**config.mk**
```make
export PLATFORM = sky130hd
export DESIGN_NAME = deco_nto2n_reg
export DESIGN_NICKNAME = d
export VERILOG_FILES = /design/src/rtl/deco_nto2n_reg.sv
export SDC_FILE = /design/constraint.sdc
export NUM_CORES = 1
export LEC_CHECK = 0
export CAP_MARGIN = 15
export CORE_UTILIZATION = 40
export DETAILED_ROUTE_END_ITERATION = 6
export HOLD_SLACK_MARGIN = 0.08
export PLACE_DENSITY = 0.8
export SYNTH_ARGS = -nofsm -noshare
export SYNTH_HDL_FRONTEND = slang
export SYNTH_SLANG_ARGS = --single-unit
```
**constraint.sdc**
```tcl
create_clock -name clk -period 1.46 [get_ports clk]
set_input_delay 0.219 -clock clk [delete_from_list [all_inputs] [get_ports clk]]
set_output_delay 0.219 -clock clk [all_outputs]
set_load 0.005 [all_outputs]
```
**src/rtl/deco_nto2n_reg.sv**
```systemverilog
// Registered N-to-2^N one-hot decoder with valid/ready handshake and delivered-decode counter.
// Optional sweep mode (walks every output line in order) is built when DECO_SWEEP_EN is defined.
module deco_nto2n_reg #(
    parameter int unsigned N     = 2,
    parameter int unsigned CNT_W = 16
) (
    input  logic              clk,
    input  logic              rst,
    input  logic              in_valid,
    input  logic [N-1:0]      in_sel,
    output logic              in_ready,
    output logic              out_valid,
    input  logic              out_ready,
    output logic [2**N-1:0]   out_onehot,
    output logic              busy,
    output logic [CNT_W-1:0]  dec_count
`ifdef DECO_SWEEP_EN
    ,
    input  logic              sweep_start
`endif
);

    localparam int unsigned W = 2 ** N;

    logic          valid_q, valid_d;
    logic [W-1:0]  onehot_q, onehot_d;
    logic [CNT_W-1:0] cnt_q;
    logic          in_xfer;
    logic          out_xfer;

    // Shift-based decode avoids an index that is one bit wider than the output vector.
    function automatic logic [W-1:0] decode(input logic [N:0] code);
        return {{(W-1){1'b0}}, 1'b1} << code;
    endfunction

    assign in_ready  = !busy && (!valid_q || out_ready);
    assign in_xfer   = in_valid && in_ready;
    assign out_xfer  = valid_q && out_ready;

    assign out_valid  = valid_q;
    assign out_onehot = onehot_q;
    assign dec_count  = cnt_q;

`ifdef DECO_SWEEP_EN
    typedef enum logic [0:0] {StIdle, StSweep} state_e;

    state_e        state_q, state_d;
    logic [N:0]    idx_q, idx_d;
    logic          sweep_go;

    // An input request in the same cycle takes priority over starting a sweep.
    assign sweep_go = (state_q == StIdle) && sweep_start && in_ready && !in_valid;
    assign busy     = (state_q == StSweep);

    always_comb begin
        state_d  = state_q;
        idx_d    = idx_q;
        valid_d  = valid_q;
        onehot_d = onehot_q;
        unique case (state_q)
            StIdle: begin
                if (in_xfer) begin
                    onehot_d = decode({1'b0, in_sel});
                    valid_d  = 1'b1;
                end else if (sweep_go) begin
                    onehot_d = decode('0);
                    valid_d  = 1'b1;
                    idx_d    = (N+1)'(1);
                    state_d  = StSweep;
                end else if (out_xfer) begin
                    valid_d = 1'b0;
                end
            end
            StSweep: begin
                if (out_xfer) begin
                    // idx_q[N] set means the last code (2^N-1) is the one leaving now.
                    if (!idx_q[N]) begin
                        onehot_d = decode(idx_q);
                        idx_d    = idx_q + (N+1)'(1);
                    end else begin
                        valid_d = 1'b0;
                        idx_d   = '0;
                        state_d = StIdle;
                    end
                end
            end
            default: begin
                state_d = StIdle;
            end
        endcase
    end

    always_ff @(posedge clk) begin
        if (rst) begin
            state_q <= StIdle;
            idx_q   <= '0;
        end else begin
            state_q <= state_d;
            idx_q   <= idx_d;
        end
    end
`else
    assign busy = 1'b0;

    always_comb begin
        valid_d  = valid_q;
        onehot_d = onehot_q;
        if (in_xfer) begin
            onehot_d = decode({1'b0, in_sel});
            valid_d  = 1'b1;
        end else if (out_xfer) begin
            valid_d = 1'b0;
        end
    end
`endif

    always_ff @(posedge clk) begin
        if (rst) begin
            valid_q  <= 1'b0;
            onehot_q <= '0;
        end else begin
            valid_q  <= valid_d;
            onehot_q <= onehot_d;
        end
    end

    always_ff @(posedge clk) begin
        if (rst) begin
            cnt_q <= '0;
        end else if (out_xfer) begin
            cnt_q <= cnt_q + CNT_W'(1);
        end
    end

    a_onehot_when_valid: assert property (@(posedge clk) disable iff (rst)
        valid_q |-> $onehot(onehot_q));

    a_hold_under_backpressure: assert property (@(posedge clk) disable iff (rst)
        (valid_q && !out_ready) |=> (valid_q && $stable(onehot_q)));

    a_no_accept_while_busy: assert property (@(posedge clk) disable iff (rst)
        busy |-> !in_ready);

endmodule

```
==> metrics.md <==
| Metric | Value |
|---|---|
| Die Height | `49.98 um` |
| Non-filler instance count after layout | `191` |
| GR Overflow Total | `0` |
| Clock tree from TritonCTS | `yes` |
| Post-Synthesis Cells | `107` |
| CP arrival | `1200 ps` |
| Max Clock Freq | `slightly above 700 MHz` |
| Full die area | `2498 um^2` |
| Ratio of cells with drive above 1 in the final layout | `between 30 and 40%` |
| Post-Synth Adder-Cell Area | `1.359%` |
| Startpoint types | `register` |
| RSZ-0062 raised after global routing | `yes` |
| Ports | `29` |
| # rows | `17` |
| Main combinational cell family by area after synthesis | `simple AND/OR/NAND/NOR gates` |
| Clock Tree Buf Depth | `2` |
| Vias in the first global route | `927` |
| Synth Area in Compound Gates | `under 10%` |
| # Max-Cap Violations | `0` |
| Final antenna diode count | `0` |
| Post-synth cell types | `23` |
| Initial core utilization | `42.03%` |
| R2r setup slk | `50 ps` |
| Largest net degree at the start of global routing | `13` |
| Clock transition at the registers of the reported paths | `120 ps` |
| Final worst-path cycle share | `96.90%` |
| Clock Skew | `1.311 ps` |
| Commonest non-fill, non-tap cell in the layout | `buf_4` |
| Power per cell area | `649.7 nW/um^2` |
| CP Capture Type | `output pin` |
| CP max stage cell | `clkdlybuf4s50_1` |
| Fin crit period | `approximately 1400 ps` |
| Kind of critical path | `reg -> out` |
| Psw | `0.2336 mW` |
| Horiz. Die Dim | `49.98 um` |
| DR iter-0 viols | `26` |
| Gr usage total | `20.28%` |
| Int Power | `0.7355 mW` |
| Sw Ratio | `between 20% and 30%` |
| Cts bufs inserted | `3` |
| Post-detail-place hpwl | `1646 um` |
| Ys Warns | `0` |
| CTS Sinks | `21` |
| Crit path depth | `1` |
| Routed via count | `988` |
| DR pass1 iterations | `6` |
| Leak | `0.5955 nW` |
| # hold bufs at CTS | `0` |
| Routed wire length | `2358 um` |
| Gpl congestion | `0.7643` |
| Mapped Area | `920.9 um^2` |
| Placed cell count | `roughly 180` |
| Sequential Power Share | `59.9%` |
| Final Cell Area | `1491 um^2` |
| Syn_nets | `114` |
| ANT nets after route | `0` |
| Setup crit start | `dec_count[5]$_SDFFE_PP0P_` |
| Final Hold Slack | `469.0 ps` |
| Sequential-to-total area share from yosys stat | `45.65%` |
| Post-Synth XOR/XNOR Area | `10.46%` |
| CP endpoint | `dec_count[5]` |
| CP required | `between 1000 and 1500 ps` |
| Port buffer count | `27` |
| CP Max Fanout | `6` |
| Htree depth | `1` |
| Syn Area/Cell | `8.606 um^2` |
| Synthesized flop and latch total | `21` |
| CP Buf/Inv Count | `1` |
| Drt wl/cell | `12.35 um` |
| Core area | `about 2200 um^2` |
| Area grow syn2layout | `61.96%` |
| Peak VDD IR | `0.5832 mV` |
| Most frequent cells in the layout | `28 x buf_4, 16 x clkdlybuf4s50_1, 13 x nor2_1, 13 x dfxtp_2` |
| Reg2reg end | `dec_count[15]$_SDFFE_PP0P_` |
| Comb pwr share | `10.5%` |
| Reg-to-Reg Start | `dec_count[7]$_SDFFE_PP0P_` |
| Initial antenna violation count | `0` |
| Hold crit path type | `reg -> reg` |
| CP top delay family | `buffers and inverters` |
| Final slew viol count | `0` |
| Endpoints failing setup | `0` |
| Simple logic cell fraction of the synthesized area | `30.03%` |
| Sum Neg Setup Slack | `0 ps` |
| Largest stage delay, worst path | `500 ps` |
| Reg2Reg Depth | `5` |
| DRC viols | `0` |
| Worst-Skew Late Latency | `~310 ps` |
| Clock power share | `29.5%` |
| Vias per cell | `5.173` |
| Mux cell area share after synthesis | `0%` |
| Fin nets | `171` |
| CTS root buf | `clkbuf_4` |
| Dpl cell area | `1346 um^2` |
| Cells along the critical path | `clkdlybuf4s50_1` |
| Final Hold Vio Count | `0` |
| Global-route wire length before repair | `3795 um` |
| Status | `finished clean` |
-- metal layers --
metal	up-vias	GRT usage, %	routed length (um)
li1	481	-	-
met1	472	20.68	964
met2	29	38.44	1261
met3	6	3.704	95
met4	0	10.00	36
met5	-	0	0
-- sequential cells by signal, indices dropped and copies added (netlist names) --
| name | cells |
|---|---|
| out_onehot | 4 |
| dec_count | 16 |
| out_valid | 1 |
-- worst min-delay path by stage --
stage                                    start                          to  slack, ps  depth (start not counted)
floorplan                             in_valid      out_valid$_SDFFE_PP0P_        350                          2
global placement    out_onehot[3]$_SDFFE_PP0P_  out_onehot[3]$_SDFFE_PP0P_        450                          2
detailed placement  out_onehot[0]$_SDFFE_PP0P_  out_onehot[0]$_SDFFE_PP0P_        450                          2
CTS                 out_onehot[0]$_SDFFE_PP0P_  out_onehot[0]$_SDFFE_PP0P_        470                          2
global route        out_onehot[3]$_SDFFE_PP0P_  out_onehot[3]$_SDFFE_PP0P_        500                          2
finish              out_onehot[0]$_SDFFE_PP0P_  out_onehot[0]$_SDFFE_PP0P_        470                          2
-- power by group through the flow --
stage | Sequential [mW] | Clock (mW) | Combinational (mW)
floorplan | 0.603 | 0 | 0.0275
global placement | 0.600 | 0 | 0.0923
detailed placement | 0.600 | 0 | 0.0952
CTS | 0.587 | 0.291 | 0.0972
global route | 0.582 | 0.313 | 0.111
finish | 0.581 | 0.286 | 0.102
-- cell families after synthesis --
group / Yosys count
flops: 21
simple gates: 51
xor+xnor: 11
compound gates: 14
buf+inv: 8
fa+ha+maj: 1
other cells: 1
-- Yosys cell counts --
cell type	n	area share, %
nor2_1	13	5.3
inv_1	5	2.0
clkbuf_1	2	0.82
and4_1	1	0.95
buf_4	1	0.82
nor3_1	3	1.6
or3_1	3	2.0
a21oi_1	10	5.4
xor2_1	4	3.8
nand3_2	1	1.1
xnor2_1	7	6.7
nand4b_1	2	1.9
o21ai_0	2	1.1
a31o_2	2	1.9
nor4_4	1	2.3
ha_1	1	1.4
nand2b_1	2	1.4
dfxtp_1	21	46
nor4_1	3	2.0
nand4_1	7	4.8
conb_1	1	0.41
nand2_1	11	4.5
nand3_1	4	2.2
-- cell type report --
type | instances | area, um^2
flip-flops and latches | 21 | 447.9
well taps | 28 | 35.03
multi-input cells | 78 | 495.5
clock inverters | 1 | 5.005
fillers | 185 | 699.4
clock buffers | 3 | 22.52
inverters | 5 | 18.77
repair buffers | 55 | 466.7
-- metrics by stage --
step | utilization (%) | power [mW] | worst slack [ps]
2_1_floorplan | - | 0.6306 | 58.14
3_3_place_gp | 61.45 | 0.6921 | -226.7
3_5_place_dp | 61.45 | 0.6953 | -304.8
4_1_cts | 64.53 | 0.9751 | -1.765
5_1_grt | 68.08 | 1.005 | -36.80
6_report | 68.08 | 0.9690 | 45.24
-- what timing repair did --
action / in CTS / in global routing
pin swaps: 0 / 7
setup buffers: 5 / 6
resized for setup: 24 / 12
endpoints found under the setup margin: 14 / 13
No activity file was read; power rests on OpenSTA's default activity.
